===== src/rtl/hilo_muldiv_ctrl_pkg.sv =====
// Shared definitions for the HI/LO multiply/divide sequencer.
// Holds the operation codes presented by EX and the sequencer state encoding.
package hilo_muldiv_ctrl_pkg;

  localparam logic [2:0] OP_MULT  = 3'd0;
  localparam logic [2:0] OP_MULTU = 3'd1;
  localparam logic [2:0] OP_DIV   = 3'd2;
  localparam logic [2:0] OP_DIVU  = 3'd3;
  localparam logic [2:0] OP_MTHI  = 3'd4;
  localparam logic [2:0] OP_MTLO  = 3'd5;

  typedef enum logic [1:0] {
    IDLE = 2'd0,
    CALC = 2'd1,
    SIGN = 2'd2,
    WB   = 2'd3
  } state_t;

endpackage


===== src/rtl/muldiv_iter.sv =====
// One iteration of the unsigned multiply / restoring-divide loop.
// Multiply: {hi,lo} holds {partial product, remaining multiplier bits}; b is the multiplicand.
// Divide:   hi is the partial remainder, lo the dividend shifting into quotient; b is the divisor.
// Ports:
//   is_div   select divide step (1) or multiply step (0)
//   hi, lo   current accumulator pair
//   b        multiplicand / divisor magnitude
//   hi_next, lo_next  accumulator pair after this step
module muldiv_iter #(
  parameter int unsigned W = 32
) (
  input  logic         is_div,
  input  logic [W-1:0] hi,
  input  logic [W-1:0] lo,
  input  logic [W-1:0] b,
  output logic [W-1:0] hi_next,
  output logic [W-1:0] lo_next
);

  logic [W:0] sum;
  logic [W:0] shifted;
  logic [W:0] diff;

  always_comb begin
    sum     = {1'b0, hi} + (lo[0] ? {1'b0, b} : '0);
    shifted = {hi, lo[W-1]};
    diff    = shifted - {1'b0, b};
    if (is_div) begin
      // The partial remainder stays below the divisor, so diff[W] is a clean borrow flag.
      if (!diff[W]) begin
        hi_next = diff[W-1:0];
        lo_next = {lo[W-2:0], 1'b1};
      end else begin
        hi_next = shifted[W-1:0];
        lo_next = {lo[W-2:0], 1'b0};
      end
    end else begin
      // Carry out of the add shifts into the top of the product.
      {hi_next, lo_next} = {sum, lo[W-1:1]};
    end
  end

endmodule


===== src/rtl/hilo_muldiv_ctrl.sv =====
// Multi-cycle multiply/divide sequencer owning all HI/LO writes.
// MULT/MULTU/DIV/DIVU run 32 iterations on operand magnitudes, then a sign fix-up,
// then a one-cycle write. MTHI/MTLO write in the cycle after acceptance.
// Optional macro MULDIV_ZERO_SKIP_EN: multiply by zero and divide by zero skip the loop.
// Ports:
//   clk, reset      clock, asynchronous active-high reset
//   start, op       request and operation code (sampled only in IDLE)
//   opa, opb        rs / rt operands
//   cancel          flush; aborts any operation, gates the write in WB
//   hi_cur, lo_cur  current HI/LO, used to fill the untouched half on MTLO/MTHI
//   busy            high whenever not IDLE
//   hilo_we         one-cycle HI/LO write enable
//   hi_o, lo_o      HI/LO write data, held between writes
module hilo_muldiv_ctrl
  import hilo_muldiv_ctrl_pkg::*;
#(
  parameter int unsigned W     = 32,
  parameter int unsigned CNT_W = 5
) (
  input  logic         clk,
  input  logic         reset,
  input  logic         start,
  input  logic [2:0]   op,
  input  logic [W-1:0] opa,
  input  logic [W-1:0] opb,
  input  logic         cancel,
  input  logic [W-1:0] hi_cur,
  input  logic [W-1:0] lo_cur,
  output logic         busy,
  output logic         hilo_we,
  output logic [W-1:0] hi_o,
  output logic [W-1:0] lo_o
);

  state_t           state_q, state_d;
  logic [CNT_W-1:0] cnt_q, cnt_d;
  logic [W-1:0]     acc_hi_q, acc_hi_d, acc_lo_q, acc_lo_d, b_q, b_d;
  logic [W-1:0]     hi_q, hi_d, lo_q, lo_d;
  logic             is_div_q, is_div_d, neg_a_q, neg_a_d, neg_b_q, neg_b_d;

  logic             is_arith, is_signed, is_div_op, div_zero, a_neg, b_neg;
  logic [W-1:0]     a_mag, b_mag, iter_hi, iter_lo;
  logic [2*W-1:0]   prod_fix;

  assign is_arith  = (op == OP_MULT) || (op == OP_MULTU) || (op == OP_DIV) || (op == OP_DIVU);
  assign is_signed = (op == OP_MULT) || (op == OP_DIV);
  assign is_div_op = (op == OP_DIV) || (op == OP_DIVU);
  assign div_zero  = is_div_op && (opb == '0);
  // Divide by zero keeps the raw dividend: the loop then yields quotient all ones and
  // remainder equal to opa with no sign fix-up needed.
  assign a_neg     = is_signed && opa[W-1] && !div_zero;
  assign b_neg     = is_signed && opb[W-1] && !div_zero;
  assign a_mag     = a_neg ? -opa : opa;
  assign b_mag     = b_neg ? -opb : opb;
  assign prod_fix  = (neg_a_q ^ neg_b_q) ? -{acc_hi_q, acc_lo_q} : {acc_hi_q, acc_lo_q};

  muldiv_iter #(
    .W(W)
  ) u_iter (
    .is_div  (is_div_q),
    .hi      (acc_hi_q),
    .lo      (acc_lo_q),
    .b       (b_q),
    .hi_next (iter_hi),
    .lo_next (iter_lo)
  );

  always_comb begin
    state_d  = state_q;
    cnt_d    = cnt_q;
    acc_hi_d = acc_hi_q;
    acc_lo_d = acc_lo_q;
    b_d      = b_q;
    is_div_d = is_div_q;
    neg_a_d  = neg_a_q;
    neg_b_d  = neg_b_q;
    hi_d     = hi_q;
    lo_d     = lo_q;
    unique case (state_q)
      IDLE: begin
        if (start && !cancel) begin
          if (is_arith) begin
            state_d  = CALC;
            cnt_d    = '0;
            is_div_d = is_div_op;
            neg_a_d  = a_neg;
            neg_b_d  = b_neg;
            acc_hi_d = '0;
            // Multiply shifts the multiplier out of lo; divide shifts the dividend out.
            acc_lo_d = is_div_op ? a_mag : b_mag;
            b_d      = is_div_op ? b_mag : a_mag;
`ifdef MULDIV_ZERO_SKIP_EN
            if (!is_div_op && ((opa == '0) || (opb == '0))) begin
              state_d = WB;
              hi_d    = '0;
              lo_d    = '0;
            end else if (div_zero) begin
              state_d = WB;
              hi_d    = opa;
              lo_d    = '1;
            end
`endif
          end else if (op == OP_MTHI) begin
            state_d = WB;
            hi_d    = opa;
            lo_d    = lo_cur;
          end else if (op == OP_MTLO) begin
            state_d = WB;
            hi_d    = hi_cur;
            lo_d    = opa;
          end
        end
      end
      CALC: begin
        acc_hi_d = iter_hi;
        acc_lo_d = iter_lo;
        cnt_d    = cnt_q + 1'b1;
        if (cnt_q == '1) state_d = SIGN;
      end
      SIGN: begin
        state_d = WB;
        if (is_div_q) begin
          lo_d = (neg_a_q ^ neg_b_q) ? -acc_lo_q : acc_lo_q;
          hi_d = neg_a_q ? -acc_hi_q : acc_hi_q;
        end else begin
          {hi_d, lo_d} = prod_fix;
        end
      end
      WB: state_d = IDLE;
      default: state_d = IDLE;
    endcase
    // A flush abandons the operation and leaves the output data untouched.
    if (cancel && (state_q != IDLE)) begin
      state_d = IDLE;
      hi_d    = hi_q;
      lo_d    = lo_q;
    end
  end

  always_ff @(posedge clk or posedge reset) begin
    if (reset) begin
      state_q  <= IDLE;
      cnt_q    <= '0;
      acc_hi_q <= '0;
      acc_lo_q <= '0;
      b_q      <= '0;
      is_div_q <= 1'b0;
      neg_a_q  <= 1'b0;
      neg_b_q  <= 1'b0;
      hi_q     <= '0;
      lo_q     <= '0;
    end else begin
      state_q  <= state_d;
      cnt_q    <= cnt_d;
      acc_hi_q <= acc_hi_d;
      acc_lo_q <= acc_lo_d;
      b_q      <= b_d;
      is_div_q <= is_div_d;
      neg_a_q  <= neg_a_d;
      neg_b_q  <= neg_b_d;
      hi_q     <= hi_d;
      lo_q     <= lo_d;
    end
  end

  assign busy    = (state_q != IDLE);
  assign hilo_we = (state_q == WB) && !cancel;
  assign hi_o    = hi_q;
  assign lo_o    = lo_q;

endmodule


===== config.mk =====
export PLATFORM = sky130hd
export DESIGN_NAME = hilo_muldiv_ctrl
export DESIGN_NICKNAME = d
export VERILOG_FILES = /design/src/rtl/hilo_muldiv_ctrl_pkg.sv /design/src/rtl/muldiv_iter.sv /design/src/rtl/hilo_muldiv_ctrl.sv
export SDC_FILE = /design/constraint.sdc
export NUM_CORES = 1
export LEC_CHECK = 0
export BUFFER_PORTS_ARGS = -buffer_cell sky130_fd_sc_hd__buf_2
export CORE_MARGIN = 3
export CORE_UTILIZATION = 45
export DETAILED_ROUTE_END_ITERATION = 7
export PLACE_DENSITY = 0.62
export SYNTH_ARGS = -nofsm -noshare
export SYNTH_HDL_FRONTEND = slang
export SYNTH_SLANG_ARGS = --single-unit
export TNS_END_PERCENT = 10

===== constraint.sdc =====
create_clock -name clk -period 9.2 [get_ports clk]
set_input_delay 1.38 -clock clk [delete_from_list [all_inputs] [get_ports clk]]
set_output_delay 1.38 -clock clk [all_outputs]
set_load 0.05 [all_outputs]

==> summary.md, run 1 <==
In this run the biggest area consumer among cell types represents 26.8% of the synthesized area. On the worst path, the slowest cell contributes a delay of 0.63 ns. Counting flops with a built-in enable in the synthesized netlist gives 0. Largest buffer count on any clock path: 2.

A synthesized cell averages 7.85 µm². The number of hold buffers added after CTS was 0. Clock slew at the register clock pins of the worst setup and hold paths: 0.07 ns. Final hold analysis gives a worst-case slack of 0.474 ns. Walking the worst path, the cells encountered are inv_1 > buf_4 > nor2_1 > ha_1 > a21o_1 > a31o_2 > a221o_1 > o211ai_1 > nor3b_1 > o311ai_0 > xor2_1 > o21ai_0 > o21ai_1.

Subtracting the final worst setup slack from the clock period gives 4.22 ns. The worst-case clock skew is 0.0190 ns, and the final non-filler cell total is 2591. Yosys printed 0 warnings.

Global routing consumed, over all layers together, 32.2% of the routing resources. The number of setup buffers added after CTS is 0. The run gives 15.1k as the number of global-route vias before repair. The run gives 0 as the final count of pins violating max slew. The largest individual stage delay along the critical path comes from the cell sky130_fd_sc_hd__nor3b_1. The post-route worst setup slack is 4.98 ns.

The DRC violation count after routing came out at 0. The top cell types in the final layout, fill and taps aside, are sky130_fd_sc_hd__o21ai_0, sky130_fd_sc_hd__nand2_1, sky130_fd_sc_hd__a21oi_1. Across the run, the number of max-cap violations was 0. The final instance area is 17600 µm², and the final cell utilization of the core is 50.8%.

The floorplan has 68 rows. Effective utilization at floorplan: 45.8%. Compared with the post-synthesis result, the final layout area differs by 10.9%.

Count of port buffers added during placement: 200. The kind of cell with the highest combined delay along the critical path is compound AO/OA/AOI/OAI gates. The run gives 0.45 ns as the clock insertion delay at the later pin of the skew report. The tools report the worst slew slack as a fraction of its limit as 31.8%. In this run the remaining antenna-violating nets after routing total 0.

Data on the critical path arrives at its endpoint at 4.55 ns. The analysis attributes to cell leakage a power of 7.98 nW. Counting every sink on the clock net gives 170. Dividing the detail-routed wire length by the instance count gives 24.4 µm. IR analysis of the VDD net gives a maximum drop of 0.000301 V.

In this run the cell area of the synthesized design comes to 15900 µm². The tools report the final hold violation count as 0. For this block, the routed nets add up to 63.2 mm of wire. Setup repair after global routing left no endpoint under its margin.

The detailed router finished its first iteration with 1556 violations. The worst-path maximum fanout was 30. For the diode insertion count for antenna repair, the log shows 0. The async set-reset flop share out of synthesis is 100%, and the post-placement cell count is 2559.

The total vias in the final route was 16.3k; the achievable frequency was 237 MHz. The count of nets after finishing is 2334. Using the TritonRoute via totals, the vias-per-cell ratio works out to 6.27. Post-CTS repair changed the size of 0 cells.

The logs give 17 for the total clock buffers created by CTS and 26.8% for the sequential cell area fraction in the yosys report. The first global-routing pass estimated 93.9 mm of wire. The die span in x was 194 µm.

The design draws 6.68 mW. Pin placement for this block handled 201 I/O pins. The run gives 0 as the initial antenna violation count. For the pin with the worst max-slew slack, the measured transition is 1.02 ns.

TritonCTS built the clock tree. The height of the die works out to 194 µm. Element type at the critical path end: a flip-flop. Ranked by total cell area, the synthesized netlist is headed by sky130_fd_sc_hd__dfrtp_1, sky130_fd_sc_hd__mux2i_1, sky130_fd_sc_hd__o21ai_0, sky130_fd_sc_hd__a21oi_1, sky130_fd_sc_hd__ha_1. The total power divided by cell area came out at 379 nW/µm². The critical path launch point type was a flip-flop.

The final clock period utilization by the worst path is 45.9%. The type of the worst min-delay path was reg -> reg. Before antenna repair, the detailed router went through 6 iterations.

The library cell used most frequently in the layout, excluding fill and tap cells, is sky130_fd_sc_hd__o21ai_0. The cell count after synthesis came out at 2023. The tree is rooted in a sky130_fd_sc_hd__clkbuf_16.

The placeable core region is 34700 µm², and the die outline area is 37600 µm². The critical path contains buffers and inverters numbering 2 combined. Entering global routing, the biggest net connects 102 pins.

In this run the cell area measured after placement is 17000 µm². The flow ran to the end, and the final reports show no timing, DRC or antenna violations. Detailed placement finished with a half-perimeter wire length of 48.1 mm. Summed over all instances, the cell type with the most area after synthesis is sky130_fd_sc_hd__dfrtp_1. After synthesis, the netlist uses 92 different library cells.

The critical path class is reg -> reg. Leading register cell type out of synthesis: sky130_fd_sc_hd__dfrtp_1. For the final routed database, the setup TNS stands at 0 ns. The total congestion overflow is 0, and the share of post-route cells with drive strength above 1 is 13.8%. Setup violations remaining at the end of the flow were counted as 0. The H-tree generated during clock tree synthesis spans 4 levels. When the netlist entered floorplanning its net count stood at 2234. The congestion estimate from routability-driven global placement came to 0.987. The flip-flop and latch count after synthesis came out at 170.

For the worst setup path, the data required time is 9.53 ns. Before CTS, the worst setup slack after placement is 4.77 ns.
-- per-layer routing --
metal  wire length (µm)  track usage, %  vias to the layer above
met5                  0               0                        -
met4               2330            11.6                        0
met3               6060            7.07                      103
met2              26800            47.7                      819
met1              28100            46.1                     7810
li1                   -               -                     7524
-- Yosys cell counts (12+ instances only) --
cell type / instances
sky130_fd_sc_hd__xnor2_1: 95
sky130_fd_sc_hd__o21ai_1: 17
sky130_fd_sc_hd__xor2_1: 78
sky130_fd_sc_hd__and3_1: 14
sky130_fd_sc_hd__nor2_1: 173
sky130_fd_sc_hd__a22oi_1: 22
sky130_fd_sc_hd__a221o_1: 15
sky130_fd_sc_hd__clkbuf_1: 106
sky130_fd_sc_hd__nor3_1: 45
sky130_fd_sc_hd__nand3_1: 28
sky130_fd_sc_hd__a21o_1: 41
sky130_fd_sc_hd__o311ai_0: 13
sky130_fd_sc_hd__dfrtp_1: 170
sky130_fd_sc_hd__nand2b_1: 21
sky130_fd_sc_hd__nand2_1: 207
sky130_fd_sc_hd__ha_1: 74
sky130_fd_sc_hd__or4_1: 12
sky130_fd_sc_hd__nor4_1: 20
sky130_fd_sc_hd__a31oi_1: 20
sky130_fd_sc_hd__mux2i_1: 112
sky130_fd_sc_hd__a21oi_1: 202
sky130_fd_sc_hd__o31ai_1: 20
sky130_fd_sc_hd__o21ai_0: 216
sky130_fd_sc_hd__nor2b_1: 14
sky130_fd_sc_hd__o221ai_1: 12
sky130_fd_sc_hd__inv_1: 58
sky130_fd_sc_hd__o211ai_1: 15
-- power by group --
part | leakage, nW | internal [mW] | switching (mW)
registers | 2.17 | 1.06 | 0.482
logic | 5.52 | 1.50 | 2.88
clock network | 0.291 | 0.401 | 0.366
-- state kept, by name (all words and copies together), names as in the netlist, 2 cells and up --
| signal | flops |
|---|---|
| acc_lo_q | 32 |
| lo_o | 32 |
| state_q | 2 |
| hi_o | 32 |
| b_q | 32 |
| acc_hi_q | 32 |
| cnt_q | 5 |
-- cell type report --
type,count,area [µm²]
clock inverters,13,150
multi-input cells,1652,10800
flip-flops and latches,170,4260
inverters,59,226
repair buffers,223,1170
clock buffers,19,453
fillers,3390,17100
well taps,455,569
-- path summary, 6_finish.rpt --
check                                             start                        to  slack (ns)  cells after the start
worst max-delay path            acc_lo_q[0]$_DFFE_PP0P_  acc_hi_q[29]$_DFFE_PP0P_        4.98                     13
min in group asynchronous                         reset       hi_o[6]$_DFFE_PP0P_        1.02                      2
worst min-delay path                hi_o[8]$_DFFE_PP0P_       hi_o[8]$_DFFE_PP0P_        0.47                      2
max in group asynchronous                         reset      is_div_q$_DFFE_PP0P_        6.80                      3
worst min register to register      hi_o[8]$_DFFE_PP0P_       hi_o[8]$_DFFE_PP0P_        0.47                      2
worst max register to register  acc_lo_q[0]$_DFFE_PP0P_  acc_hi_q[29]$_DFFE_PP0P_        4.98                     13
-- kinds of logic (layout without fill, tap and decap cells) --
family                   Yosys count  after routing  share of synthesized area [%]
XOR/XNOR                         173            173                           9.54
flip-flops                       170            170                           26.8
AO/OA/AOI/OAI                    680            680                           26.2
multiplexers                     116            116                           7.34
AND/OR/NAND/NOR                  607            607                           18.4
adder cells (fa/ha/maj)           76             76                           6.08
buffers and inverters            201            314                           5.62
-- worst reg2reg max path: stages, from the launching register on --
cell and delay, ns:
sky130_fd_sc_hd__dfrtp_1 0.49, sky130_fd_sc_hd__inv_1 0.19, sky130_fd_sc_hd__buf_4 0.40, sky130_fd_sc_hd__nor2_1 0.12
sky130_fd_sc_hd__ha_1 0.38, sky130_fd_sc_hd__a21o_1 0.21, sky130_fd_sc_hd__a31o_2 0.22, sky130_fd_sc_hd__a221o_1 0.38
sky130_fd_sc_hd__o211ai_1 0.34, sky130_fd_sc_hd__nor3b_1 0.63, sky130_fd_sc_hd__o311ai_0 0.29, sky130_fd_sc_hd__xor2_1 0.21
sky130_fd_sc_hd__o21ai_0 0.17, sky130_fd_sc_hd__o21ai_1 0.09
(Power assumes the default switching activity.)
==> inputs of run 2 (changes only) <==
clock period = 4.3 ns   (was 9.2 ns; I/O delays follow)
==> run 2 against run 1 <==
Against the previous run:
- core utilization is 0.41 points higher
- critical path type unchanged
- first-iteration DRC count grew 21%
- combinational power grew 120%
- largest cell class unchanged
- routed wire length down 0.87%
==> summary.md, run 2 (synthesis results as in run 1) <==
Setup violations remaining at the end of the flow were counted as 0. The tree is rooted in a sky130_fd_sc_hd__clkbuf_16. Boundary pin count: 201. The count of filler cells inserted in the layout was 3362. The global-route wire length before repair is 94.7 mm, and the area of combinational cells with multiple inputs is 10800 µm². Clock-pin slew was measured on the worst setup and hold paths at 0.07 ns.

The flow ran to the end, and the final reports show no timing, DRC or antenna violations. For the die outline area, the log shows 37600 µm². For the total vias in the final route, the log shows 16.3k. The run gives 2353 as the count of nets after finishing. Setup repair after global routing left no endpoint under its margin. The core region is 34700 µm². The post-route netlist has 14.4% of its cells at a drive strength greater than 1. The library cell used most frequently in the layout, excluding fill and tap cells, is sky130_fd_sc_hd__o21ai_0. Timing analysis after detailed placement gives a worst setup slack of 0.685 ns.

The critical path in this run is classified as reg -> reg. The maximum VDD drop was 0.000580 V. Along the worst path, the maximum fanout reaches 21. The worst path needs 3.69 ns of the cycle, external delays included. Max-cap violations in this run came to 0. Summed over all cells, the static leakage comes to 8.05 nW. The first detailed-routing pass ran for 7 iterations. The final count of pins violating max slew was 0; the setup slack of the most critical reg-to-reg path was 0.61 ns.

The tools report the arrival time at the worst endpoint as 4.01 ns. Measured along the y axis, the die boundary spans 194 µm. The library cells used most frequently in the layout, excluding fill and tap cells, are sky130_fd_sc_hd__o21ai_0, sky130_fd_sc_hd__nand2_1, sky130_fd_sc_hd__a21oi_1.

In this run, flip-flops and latches consume 22.3% of the power. Dividing the detail-routed wire length by the instance count gives 24.0 µm. The total power divided by cell area is 812 nW/µm².

The H-tree was split into 4 levels. No sink is reached through more buffers than the 2 on the longest clock path. The number of antenna diodes in the final layout is 0. The initial antenna violation count is 0, and the length in cells of the worst reg-to-reg path is 13. Combinational logic is responsible for 66.8% of the overall power. The run gives 122 as the largest net degree at the start of global routing. The later pin in the worst-skew pair is clocked with a latency of 0.45 ns. In the final layout, flip-flops and latches occupy 4260 µm². The total overflow left after global routing is 0. Internal power: 6.38 mW. Routability-driven placement finished with a final weighted congestion of 0.971.

The number of global-route vias before repair is 15.2k, and the total global routing track utilization is 32.3%. Summed over all nets, the switching power comes to 8.06 mW. The number of design-rule violations left by the first detailed-router iteration was 1882. TritonCTS built the clock tree. STA classifies the critical path endpoint as a flip-flop. The completed layout was analyzed and its total power is 14.4 mW. The run gives 48.9 mm as the HPWL after detailed placement. In this run the critical register-to-register path is captured at acc_hi_q[25]$_DFFE_PP0P_. The tools report the number of buffers inserted to repair setup after CTS as 0. Buffers placed on the I/O ports in this run total 200. The number of clock sinks seen by CTS was 170.

The final hold violation count is 0, and the number of buffers added to fix hold violations after cts is 0. The run gives 10.9% as the clock group share of total power. The worst register-to-register path begins at acc_lo_q[0]$_DFFE_PP0P_. In this run the tightest slew margin relative to its limit is 32.0%. Setup total negative slack on the finished layout was measured at 0 ns.

The tools report the critical path required time as 4.62 ns. For the final database, setup skew stands at 0.0144 ns. The tightest min-delay check is of the in -> async type.

TritonCTS created 17 clock buffers. For the pin with the worst max-slew slack, the measured transition is 1.02 ns. In this run, post-CTS repair resized a total of 0 instances. Derived from the worst setup path, the maximum achievable clock frequency is 271 MHz. The number of vias per cell after detailed routing is 6.24, and the die span in x is 194 µm. Net switching is 55.8% of the power. The post-route antenna net violation count was 0.

The worst path uses 85.8% of the clock period. The area added between synthesis and finish was 11.8%; the effective utilization at floorplan was 45.8%. The critical path launch point type is a flip-flop.

The tools report the post-route worst setup slack as 0.609 ns. In this run the core area contains 68 standard-cell rows. The DRC violation count after routing is 0. Total wirelength of the detailed-routed design: 62.7 mm.
run 2: cell types whose count changed in the layout (fill, tap and decap cells not counted), moves of 2 or more:
cell                         previous run  this run
sky130_fd_sc_hd__inv_8                  4         2
sky130_fd_sc_hd__buf_12                 0         3
sky130_fd_sc_hd__buf_4                 23        39
sky130_fd_sc_hd__clkbuf_8               2         0
sky130_fd_sc_hd__clkbuf_1               0         2
sky130_fd_sc_hd__clkinvlp_4             2         5
run 2: worst max-delay path by stage:
stage / to / slack (ns) / start / cells past startpoint
5_1_grt: acc_hi_q[30]$_DFFE_PP0P_ / 0.40 / acc_lo_q[0]$_DFFE_PP0P_ / 13
3_3_place_gp: acc_hi_q[25]$_DFFE_PP0P_ / 0.73 / acc_lo_q[0]$_DFFE_PP0P_ / 13
3_5_place_dp: acc_hi_q[25]$_DFFE_PP0P_ / 0.69 / acc_lo_q[0]$_DFFE_PP0P_ / 13
4_1_cts: acc_hi_q[25]$_DFFE_PP0P_ / 0.67 / acc_lo_q[0]$_DFFE_PP0P_ / 13
2_1_floorplan: acc_hi_q[29]$_DFFE_PP0P_ / 1.11 / acc_lo_q[0]$_DFFE_PP0P_ / 13
6_report: acc_hi_q[25]$_DFFE_PP0P_ / 0.61 / acc_lo_q[0]$_DFFE_PP0P_ / 13
run 2: area by class of cell:
cell class,instances,area share [%]
multi-input cells,1652,60.7
flip-flops and latches,170,23.9
repair buffers,242,7.62
well taps,455,3.20
clock buffers,19,2.44
inverters,59,1.27
clock inverters,13,0.782
run 2: metrics by stage:
| stage | hold WS [ns] | util, % | std cells | cell area (µm²) |
|---|---|---|---|---|
| finish | 0.348 | 51.2 | 2610 | 17800 |
| global route | 0.438 | 51.2 | 2610 | 17800 |
| CTS | 0.419 | 51.2 | 2610 | 17800 |
| detailed placement | 0.465 | 49.5 | 2578 | 17200 |
| global placement | 0.458 | 49.5 | 2578 | 17200 |
| floorplan | 0.445 | - | 2023 | 15900 |
run 2: power by group through the flow:
stage	clock network, mW	logic, mW	registers (mW)
floorplan	0	6.20	3.69
global placement	0	9.44	3.19
detailed placement	0	9.47	3.20
CTS	1.59	9.52	3.17
global route	1.64	10.4	3.30
finish	1.57	9.65	3.21
run 2: metal layers:
metal  routed length, µm  track usage (%)  up-vias
met5                   0                0        -
met4                2520             12.5        0
met3                7000             7.63      102
met2               25600             46.1      886
met1               27600             47.3     7732
li1                    -                -     7576
run 2: worst max-delay path: stages (launching register included):
cell,delay [ns]
sky130_fd_sc_hd__dfrtp_1,0.45
sky130_fd_sc_hd__inv_1,0.33
sky130_fd_sc_hd__buf_4,0.34
sky130_fd_sc_hd__nor2_1,0.08
sky130_fd_sc_hd__ha_1,0.37
sky130_fd_sc_hd__and4_1,0.25
sky130_fd_sc_hd__and3_1,0.19
sky130_fd_sc_hd__a32o_1,0.23
sky130_fd_sc_hd__a2111oi_0,0.29
sky130_fd_sc_hd__a21oi_1,0.25
sky130_fd_sc_hd__a21o_1,0.23
sky130_fd_sc_hd__a211o_1,0.28
sky130_fd_sc_hd__a22oi_1,0.15
sky130_fd_sc_hd__o21ai_0,0.11
==> inputs of run 3 (changes only) <==
==> constraint.sdc (replaced) <==
create_clock -name clk -period 4.3 [get_ports clk]
set_input_delay 0.43 -clock clk [delete_from_list [all_inputs] [get_ports clk]]
set_output_delay 0.43 -clock clk [all_outputs]
set_load 0.05 [all_outputs]
==> run 3 against run 2 <==
Against the previous run:
- clock skew is 0.0018 ns higher
- critical path depth shrank 1
- cell count rose by 0.46%
- fmax is 5.8% lower
- die area stayed put
- critical endpoint is now acc_hi_q[18]$_DFFE_PP0P_
- critical path type unchanged
- global-route usage grew 0.64 points
- largest power group unchanged
- setup slack got worse by 0.23 ns
==> summary.md, run 3 (synthesis results as in run 1) <==
Setup repair after global routing left no endpoint under its margin. The total power divided by cell area was 823 nW/µm². The die covers 37600 µm². The critical path starts at acc_lo_q[0]$_DFFE_PP0P_. Entering global routing, the biggest net connects 93 pins.

The flow ran to the end, and the final reports show no timing, DRC or antenna violations. The run gives 0 as the number of buffers added to fix hold violations after cts. The leading cell type in the layout, fill and taps excluded is sky130_fd_sc_hd__o21ai_0. For this run, design rule violations remaining after detail routing come to 0.

The logs give 1 for the initial antenna violation count and 34700 µm² for the placeable core region. The global-route wire length before repair was 96.4 mm; the number of clock sinks seen by CTS was 170. Once detail routing completed, the nets flagged for antenna violations numbered 0.

Type of the worst min-delay path: in -> async. In this run the count of I/O pins placed on the die edge is 201. Length in cells of the worst reg-to-reg path: 12.

The area added between synthesis and finish came out at 12.9%. The number of global-route vias before repair is 15.5k. The cell chosen for the clock root is sky130_fd_sc_hd__clkbuf_16. For the weighted congestion at the end of routability-driven global placement, the log shows 0.981.

met2 is the most crowded layer. For the count of nets after finishing, the log shows 2365. The share of post-route cells with drive strength above 1 is 15.0%, and the HPWL after detailed placement is 49.8 mm. On the final layout, the worst hold slack is 0.0986 ns. For the pin with the worst max-slew slack, the measured transition is 1.09 ns. Row generation in the floorplan step produced 68 rows. The tools report the worst-case clock skew as 0.0163 ns. The logs give 2590 for the post-placement cell count and 4260 µm² for the sequential cell area in the final layout. Setup total negative slack on the finished layout was measured at 0 ns. The total global routing track utilization was 33.0%. The worst setup path is launched from a flip-flop.

The run gives 2 as the largest buffer count on any clock path. Fill cells in the final layout number 3377. The floorplan step set the die height to 194 µm. The worst-case IR drop observed on VDD is 0.000486 V.

The area of combinational cells with multiple inputs is 10800 µm². The critical path class was reg -> reg. For this run the aggregate overflow at the end of global routing stands at 0. In the layout the commonest cells are sky130_fd_sc_hd__o21ai_0, sky130_fd_sc_hd__nand2_1, sky130_fd_sc_hd__a21oi_1. In the final routed layout, each cell accounts on average for 24.5 µm. At the worst endpoint, the arrival time is 4.29 ns.

The worst path uses 91.1% of the clock period. Number of design-rule violations left by the first detailed-router iteration: 1610. The final count of pins violating max slew is 0, and the number of buffers inserted to repair setup after CTS is 0. For this run, global-route usage on met1 was measured as 47.6%. The die is 194 µm wide. The total vias in the final route is 16.6k, and the diode insertion count for antenna repair is 0.

In this run the worst path has a maximum fanout of 13. The number of gates given a new drive strength after cts is 0, and the worst slew slack as a fraction of its limit is 27.0%. The startpoint identified for the worst register-to-register timing path is acc_lo_q[0]$_DFFE_PP0P_. The logs give 45.8% for the effective utilization at floorplan and 7.96% for the global-route met3 utilization. The tools report the number of H-tree levels as 4.

The clock slew at the register clock pins of the worst setup and hold paths is 0.09 ns. Clock insertion delay at the later pin of the skew report: 0.45 ns. STA puts the critical path data required time at 4.67 ns. The total clock buffers created by CTS is 17, and the number of vias per cell after detailed routing is 6.34.

The worst setup path is captured at a flip-flop. Count of port buffers added during placement: 200. Summed over all layers, the routed wires come to 64.3 mm. For this run, the detailed router's first-pass iteration total came to 6.

The routed design could run at a clock period as short as 3.92 ns. TritonCTS built the clock tree. The tools report the final hold violation count as 0.

In this run the static leakage power is 8.16 nW. Global routing used 47.9% of the available met2 tracks. Setup violations remaining at the end of the flow were counted as 0.

The logs give 255 MHz for the achievable frequency and 2622 for the final non-filler cell total. The count of maximum capacitance violations is 0.
==> run 3: cell count changes in the layout (fill, tap and decap cells not counted), moves of 2 or more <==
cell | before | now
sky130_fd_sc_hd__clkinv_4 | 1 | 3
sky130_fd_sc_hd__buf_12 | 3 | 5
sky130_fd_sc_hd__buf_4 | 39 | 49
sky130_fd_sc_hd__clkinv_8 | 1 | 4
sky130_fd_sc_hd__clkbuf_1 | 2 | 0
sky130_fd_sc_hd__clkinvlp_4 | 5 | 1
==> run 3: per-stage QoR <==
stage                     worst slack (ns)  total power [mW]  cell area, µm²  util (%)
final                                0.382              14.8           17900      51.7
after global routing                 0.210              15.6           17900      51.7
after CTS                            0.531              14.5           17900      51.7
after detailed placement             0.552              12.8           17300      49.9
after global placement               0.630              12.8           17300      49.9
after floorplan                       1.11              9.89           15900         -
==> run 3: worst paths after layout <==
| kind | to | slack [ns] |
|---|---|---|
| worst min-delay path | hi_o[22]$_DFFE_PP0P_ | 0.1 |
| worst min register to register | lo_o[25]$_DFFE_PP0P_ | 0.48 |
| max in group asynchronous | acc_hi_q[17]$_DFFE_PP0P_ | 3.22 |
| worst max-delay path | acc_hi_q[18]$_DFFE_PP0P_ | 0.38 |
| min in group clk | state_q[1]$_DFFE_PP0P_ | 0.39 |
| worst max register to register | acc_hi_q[18]$_DFFE_PP0P_ | 0.38 |
==> run 3: cell type report <==
cell class              instances  share of cell area [%]
repair buffers                254                    8.19
inverters                      59                    1.26
clock inverters                14                    1.01
flip-flops and latches        170                    23.7
multi-input cells            1652                    60.2
clock buffers                  18                    2.45
well taps                     455                    3.17
==> run 3: worst max-delay path: stages (launching register included) <==
cell                       delay [ns]
sky130_fd_sc_hd__dfrtp_1         0.45
sky130_fd_sc_hd__inv_1           0.38
sky130_fd_sc_hd__nor2_1          0.10
sky130_fd_sc_hd__ha_1            0.26
sky130_fd_sc_hd__a211oi_1        0.37
sky130_fd_sc_hd__o21ai_0         0.23
sky130_fd_sc_hd__o31ai_1         0.50
sky130_fd_sc_hd__o21ai_0         0.32
sky130_fd_sc_hd__a221o_1         0.44
sky130_fd_sc_hd__a211oi_1        0.33
sky130_fd_sc_hd__xnor2_1         0.16
sky130_fd_sc_hd__o21ai_0         0.11
sky130_fd_sc_hd__a22oi_1         0.21
==> run 3: metal layers <==
layer	vias to the layer above	share of wire, %
met4	0	4.1
met1	7943	44
li1	7592	-
met2	946	41
met5	-	0
met3	139	11
==> run 3: report_power, final <==
part	internal [mW]	total, mW	switching [mW]
combinational	3.35	9.95	6.60
clock	0.855	1.67	0.812
sequential	2.28	3.13	0.854
